[src/rtl/timer_scheduler.sv]
// Multi-channel timer scheduler: one free-running timebase shared by NUM_CH
// one-shot/periodic channels, with expiries delivered round-robin over valid/ready.
module timer_scheduler #(
  parameter int unsigned NUM_CH = 4,
  parameter int unsigned W      = 32,
  parameter int unsigned IDW    = $clog2(NUM_CH)
) (
  input  logic                clk,
  input  logic                rst,
  input  logic [NUM_CH-1:0]   req_valid,
  output logic [NUM_CH-1:0]   req_ready,
  input  logic [NUM_CH*W-1:0] req_delay,
  input  logic [NUM_CH-1:0]   req_periodic,
  input  logic [NUM_CH-1:0]   cancel,
  output logic [NUM_CH-1:0]   armed,
  output logic                evt_valid,
  input  logic                evt_ready,
  output logic [IDW-1:0]      evt_id,
  output logic                evt_overrun,
  output logic [W-1:0]        now
);

  logic [W-1:0]      deadline_q [NUM_CH];
  logic [W-1:0]      period_q   [NUM_CH];
  logic [NUM_CH-1:0] periodic_q;
  logic [NUM_CH-1:0] pending_q;
  logic [NUM_CH-1:0] overrun_q;
  logic [IDW-1:0]    rr_q;

  logic [W-1:0]      delay_eff   [NUM_CH];
  logic [W-1:0]      deadline_nx [NUM_CH];
  logic [W-1:0]      period_nx   [NUM_CH];
  logic [NUM_CH-1:0] accept;
  logic [NUM_CH-1:0] expire;
  logic [NUM_CH-1:0] deliver;
  logic [NUM_CH-1:0] armed_nx;
  logic [NUM_CH-1:0] periodic_nx;
  logic [NUM_CH-1:0] pending_nx;
  logic [NUM_CH-1:0] overrun_nx;
  logic [IDW-1:0]    rr_nx;
  logic              sel_found;
  logic [IDW-1:0]    sel_id;
  int unsigned       sel_idx;

  assign req_ready = ~armed;

  always_comb begin
    deliver = '0;
    rr_nx   = rr_q;
    if (evt_valid && evt_ready) begin
      deliver[evt_id] = 1'b1;
      rr_nx = (evt_id == IDW'(NUM_CH - 1)) ? '0 : evt_id + IDW'(1);
    end

    accept      = '0;
    expire      = '0;
    armed_nx    = armed;
    periodic_nx = periodic_q;
    pending_nx  = pending_q;
    overrun_nx  = overrun_q;
    for (int unsigned i = 0; i < NUM_CH; i++) begin
      deadline_nx[i] = deadline_q[i];
      period_nx[i]   = period_q[i];
      delay_eff[i]   = req_delay[i*W +: W];
      if (delay_eff[i] == '0)
        delay_eff[i] = W'(1);

      accept[i] = req_valid[i] & ~armed[i];
      // A cancel in the expiry cycle suppresses the expiry entirely.
      expire[i] = armed[i] & ~cancel[i] & (now == deadline_q[i]);

      if (accept[i]) begin
        armed_nx[i]    = 1'b1;
        deadline_nx[i] = now + delay_eff[i];
        period_nx[i]   = delay_eff[i];
        periodic_nx[i] = req_periodic[i];
      end else if (cancel[i]) begin
        armed_nx[i] = 1'b0;
      end else if (expire[i]) begin
        if (periodic_q[i])
          deadline_nx[i] = deadline_q[i] + period_q[i];
        else
          armed_nx[i] = 1'b0;
      end

      pending_nx[i] = expire[i] | (pending_q[i] & ~deliver[i]);
      overrun_nx[i] = ~deliver[i] & (overrun_q[i] | (expire[i] & pending_q[i]));
    end

    sel_found = 1'b0;
    sel_id    = '0;
    sel_idx   = 0;
    for (int unsigned k = 0; k < NUM_CH; k++) begin
      sel_idx = 32'(rr_nx) + k;
      if (sel_idx >= NUM_CH)
        sel_idx = sel_idx - NUM_CH;
      if (!sel_found && pending_nx[sel_idx]) begin
        sel_found = 1'b1;
        sel_id    = IDW'(sel_idx);
      end
    end
  end

  always_ff @(posedge clk) begin
    if (rst) begin
      now         <= '0;
      armed       <= '0;
      periodic_q  <= '0;
      pending_q   <= '0;
      overrun_q   <= '0;
      rr_q        <= '0;
      evt_valid   <= 1'b0;
      evt_id      <= '0;
      evt_overrun <= 1'b0;
      for (int unsigned i = 0; i < NUM_CH; i++) begin
        deadline_q[i] <= '0;
        period_q[i]   <= '0;
      end
    end else begin
      now        <= now + W'(1);
      armed      <= armed_nx;
      periodic_q <= periodic_nx;
      pending_q  <= pending_nx;
      overrun_q  <= overrun_nx;
      rr_q       <= rr_nx;
      for (int unsigned i = 0; i < NUM_CH; i++) begin
        deadline_q[i] <= deadline_nx[i];
        period_q[i]   <= period_nx[i];
      end
      // While stalled the id is frozen; only the sticky overrun of that channel may rise.
      if (evt_valid && !evt_ready) begin
        evt_overrun <= overrun_nx[evt_id];
      end else begin
        evt_valid   <= sel_found;
        evt_id      <= sel_id;
        evt_overrun <= sel_found & overrun_nx[sel_id];
      end
    end
  end

endmodule

[config.mk]
export PLATFORM = sky130hd
export DESIGN_NAME = timer_scheduler
export DESIGN_NICKNAME = d
export VERILOG_FILES = /design/src/rtl/timer_scheduler.sv
export SDC_FILE = /design/constraint.sdc
export NUM_CORES = 1
export LEC_CHECK = 0
export ABC_CLOCK_PERIOD_IN_PS = 9750
export BUFFER_PORTS_ARGS = -buffer_cell sky130_fd_sc_hd__buf_2
export CELL_PAD_IN_SITES_DETAIL_PLACEMENT = 0
export CELL_PAD_IN_SITES_GLOBAL_PLACEMENT = 1
export CORE_MARGIN = 2
export CORE_UTILIZATION = 50
export DETAILED_ROUTE_END_ITERATION = 8
export MAX_ROUTING_LAYER = met4
export PLACE_DENSITY = 0.95
export RECOVER_POWER = 50
export SYNTH_ARGS = -nofsm -noshare
export SYNTH_HDL_FRONTEND = slang
export SYNTH_SLANG_ARGS = --single-unit
[constraint.sdc]
create_clock -name clk -period 9.75 [get_ports clk]
set_input_delay 0.4875 -clock clk [delete_from_list [all_inputs] [get_ports clk]]
set_output_delay 0.4875 -clock clk [all_outputs]
set_load 0.05 [all_outputs]
After elaboration in Yosys (flattened, before gate mapping)
Memory sizes are Yosys's and may differ from the RTL's.
Index checks and enable logic that the tools add are counted.
{ "word_totals": {"regBits": 54, "mem_bits_rw": 256, "inputBits": 143, "out_inout_bits": 44, "word_cells": 211, "mem_count": 2} }
{ "classes": {"n_addsub": 17, "n_lt_le_gt_ge": 11, "eq_ne": 9, "mux": 81, "bitwise_logic": 54, "n_reduce_logical": 22} }
{ "memory_table": {"columns": ["name", "words", "width", "rd", "rd_clocked_by_memory_dff", "wr", "line_no", "source"], "rows": [
  ["deadline_q", 4, 32, 4, 0, 4, "23", "logic [W-1:0] deadline_q [NUM_CH];"],
  ["period_q", 4, 32, 4, 0, 4, "24", "logic [W-1:0] period_q [NUM_CH];"]
]} }
{ "op_table": {"columns": ["cell", "n"], "rows": [
  ["$mux 32", 36],
  ["$add 32x32->32", 8],
  ["$eq 32x32->1", 4],
  ["$logic_not 32->1", 4],
  ["$lt 32x3->1 const B", 4],
  ["$add 32x1->32 const B", 1],
  ["$mux 1", 31],
  ["$and 1x1->1", 25],
  ["$or 1x1->1", 16],
  ["$bmux 1 s2", 6],
  ["$mux 2", 6],
  ["$ne 3x2->1 const B", 4],
  ["$not 1->1", 12],
  ["$reduce_bool 3->1", 4],
  ["$sub 3x3->4 const B", 3],
  ["$ge 3x3->1 const B", 3],
  ["$reduce_and 2->1", 4],
  ["$add 2x2->3 const B", 2],
  ["$logic_and 1x1->1", 6],
  ["$lt 2x3->1 const B", 2],
  ["$logic_not 1->1", 4],
  ["$mux 4", 1],
  ["$not 4->4", 1],
  ["$sub 2x3->4 const B", 1],
  ["6 further kinds", 6]
]} }

Longest topological paths before layout
{ "logic_depth": {"word_depth": 24, "ltp_mapped": 15, "mapped_depth_nobuf": 15} }

Worst setup path after synthesis
Ideal clock, no wire load.
{ "synth_path": {"path_type": "in2reg", "startpoint": "in req_delay[5]", "endpoint": "mem deadline_q[0][30]", "setup_time_ps": 86, "t_arrival_ps": 3613, "path_slack_ps": 6052, "path_stages": 15, "path_cell_list": "nor4_1 > nand4_1 > o21bai_1 > ha_1 > fa_1 > a211o_1 > a21oi_1 > o21ai_1 > a211o_1 > a221o_1 > a2111oi_4 > o31ai_1 > a311oi_2 > xor2_1 > a211oi_1"} }
{ "synth_rtl": {"columns": ["item", "line_no", "source"], "rows": [
  ["from (decl)", "12", "input logic [NUM_CH*W-1:0] req_delay,"],
  ["to (decl)", "23", null]
]} }

==> qor.csv <==
stage;metric;value;unit
run_status;outcome;finished, violations left;
run_status;violations;capacitance limit, slew limit;
worst_setup_path;crit-reg2reg-launch;now[18];
flow_run;cap_violations;7;
timing;fin_skew;0.0232;ns
route;drt_wl_total;88.9;mm
route;via_count;26300;
worst_setup_path;r2r_end;deadline_q[0][16];
yosys;synth_edf_count;0;
global_route;grt_use_total;0.320;
route;dr.pass1.iters;6;
yosys;syn-instance-count;3572;
timing;finalSetupTns;0;ns
timing;fmax;195;MHz
worst_setup_path;setup.worst_path.class;flip-flop to flip-flop;
pwr;p_clk_frac;0.425;
floorplan;ios;187;
yosys;ys_seq_area_frac;0.232;
worst_hold_path;min_from;req_periodic[1];
global_route;grt_max_degree;147;
worst_setup_path;worstSetupStartpointType;flip-flop;
timing;rsz0062_at_grt;no;
worst_setup_path;rrSetupSlack;4.63;ns
placement;dp.cells;4197;
route;drt_iter0_drc;2274;
timing;relSlewSlack;-1.53;
yosys;synthFlopType;dfxtp_1;
floorplan;die_y;235;µm
global_route;antenna_found_initial;2;
timing;tightest_slew;3.80;ns
clock_tree;cts_tree;done;
clock_tree;cts_setup_buffers;0;
yosys;synthSimpleGateAreaFrac;0.204;
yosys;ys_types;80;
timing;fin_hold_ws;0.153;ns
clock_tree;cts_max_level;2;
global_route;overflow;0;
clock_tree;cts_sinks;310;
timing;finalSetupViolCount;0;
floorplan;num_rows;84;
final_layout;finalNetCount;3954;
route;ant_nets;0;
floorplan;core;52800;µm²
final_layout;final_common_cell;nand2_1;
worst_hold_path;hold_path_depth;3;
clock_tree;cts_buffers;39;
yosys;synth_warnings;0;
clock_tree;clk_path_buf_depth;3;
worst_setup_path;worstSetupEndpointType;flip-flop;
pwr;p_total;3.87;mW
yosys;synth-xor-area-share;0.108;
pwr;pwr-share-comb;0.206;
pwr;ir_drop;97.1;µV
yosys;synthMuxAreaShare;0.0231;
yosys;synth_compound_area_frac;0.255;
timing;finalCriticalPeriod;5.12;ns
floorplan;die_w;235;µm
clock_tree;clkLatencyLatePin;0.58;ns
worst_hold_path;min_to;periodic_q[1];
yosys;synthAdderAreaFrac;0.124;
pwr;p_per_area;133;nW/µm²
clock_tree;root_buffer;clkbuf_16;
clock_tree;post_cts_resized;0;
route;wire_per_inst;20.8;µm
final_layout;most-common-layout-cells;456 x nand2_1, 385 x a21oi_1, 310 x dfxtp_1;
final_layout;syn_to_final_growth;8.98;%
clock_tree;cts_hold_buf;0;
global_route;grt_pass1_wl;138;mm
floorplan;start_util;0.508;
yosys;avgSynthCellArea;7.50;µm²
placement;portBuffers;186;
placement;place_congestion;0.964;
worst_setup_path;required;10.19;ns
pwr;sw_frac_of_total;0.306;
floorplan;dieArea;55400;µm²
placement;dp_slack;4.97;ns
pwr;seqPwrFrac;0.369;
timing;drv_slew;317;
worst_setup_path;worstRegToRegCells;11;
yosys;ys_ff_latch;310;
route;drc_errors;0;
worst_setup_path;worstPathMaxFanout;42;
yosys;synth_nets;3976;
timing;post-route-worst-setup-slack;4.63;ns
yosys;synth_top_family_by_area;compound AO/OA/AOI/OAI gates;
clock_tree;clk_pin_slew;0.06;ns
yosys;netlist_area;26800;µm²
final_layout;drive_gt1_frac;0.0869;
placement;dp_hpwl;64.3;mm
worst_setup_path;cp.arrival;5.56;ns
pwr;p_sw;1.19;mW
timing;finalCritPeriodShare;0.525;
pwr;p_leak;13.4;nW
pwr;internal_power;2.69;mW
timing;finalHoldViolations;0;
route;via_per_inst;6.17;
worst_hold_path;hold_path.class;input pin to flip-flop;
yosys;async_flop_share;0;
global_route;grt_pass1_vias;23600;
final_layout;finalNonFillerCells;4267;
synthesized netlist by cell type, types with 74 or more instances:
master,count,share of area
nand2_1,460,0.064
inv_1,74,0.010
ha_1,253,0.12
a21o_1,132,0.037
nor2_1,260,0.036
xor2_1,203,0.066
a21oi_1,385,0.072
o21ai_0,148,0.028
xnor2_1,126,0.041
a211oi_1,101,0.028
dfxtp_1,310,0.23
clkbuf_1,238,0.033
routing by layer:
metal / vias up / wire, µm / track usage
met4: 0 / 3400 / 0.116
li1: 12800 / - / -
met1: 12300 / 40200 / 0.440
met3: 182 / 7090 / 0.0432
met2: 1024 / 38200 / 0.478
met5: - / 0 / -
cell families (layout without fill, tap and decap cells):
| group | after synthesis | count (layout) |
|---|---|---|
| multiplexers | 60 | 60 |
| adder cells (fa/ha/maj) | 261 | 261 |
| AND/OR/NAND/NOR | 1178 | 1178 |
| flip-flops | 310 | 310 |
| other | 0 | 1 |
| buffers and inverters | 371 | 377 |
| XOR/XNOR | 329 | 329 |
| AO/OA/AOI/OAI | 1063 | 1063 |
critical path, stage by stage, from the launching register on:
cell	delay, ns
dfxtp_1	0.30
clkbuf_1	1.39
xor2_1	0.18
nor4_1	0.59
nand4_1	0.22
or4_1	0.69
nor3b_4	0.21
buf_4	0.51
or2_2	0.36
o32ai_1	0.13
a221oi_1	0.33
nor2_1	0.06
layout make-up:
| class | count | area [µm²] |
|---|---|---|
| fill | 5151 | 23600 |
| clock inverter | 16 | 289 |
| clock buffer | 53 | 1130 |
| timing repair buffer | 234 | 1250 |
| multi-input combinational | 2891 | 19200 |
| antenna | 1 | 2.50 |
| tap | 688 | 861 |
| inverter | 74 | 278 |
| sequential | 310 | 6210 |
registers in the layout, summed over array words and instances (netlist names):
register	flops
pending_q	4
periodic_q	4
overrun_q	4
period_q	128
now	32
deadline_q	128
evt_valid	1
evt_id	2
evt_overrun	1
armed	4
rr_q	2
metrics by stage:
stage	cell area (µm²)	util
after detailed placement	27800	0.527
after floorplan	26800	-
after global routing	29200	0.553
after global placement	27800	0.527
after CTS	29200	0.554
final	29200	0.553
worst max-delay path by stage:
stage | slack, ns | end | from | cells after the start
after floorplan | 6.05 | deadline_q[0][30] | req_delay[5] | 15
after detailed placement | 4.97 | deadline_q[1][26] | req_delay[57] | 16
final | 4.63 | deadline_q[0][16] | now[18] | 11
after global routing | 4.52 | deadline_q[0][16] | now[18] | 11
after CTS | 5.57 | deadline_q[1][26] | req_delay[57] | 16
after global placement | 5.03 | deadline_q[1][26] | req_delay[57] | 16
power by group through the flow:
stage	Combinational, mW	Sequential, mW	Clock, mW
after global placement	0.771	1.45	0
after detailed placement	0.777	1.45	0
after global routing	0.884	1.44	1.71
final	0.796	1.43	1.65
after CTS	0.782	1.43	1.67
after floorplan	0.592	1.43	0
Power figures use the tool's default switching activity.
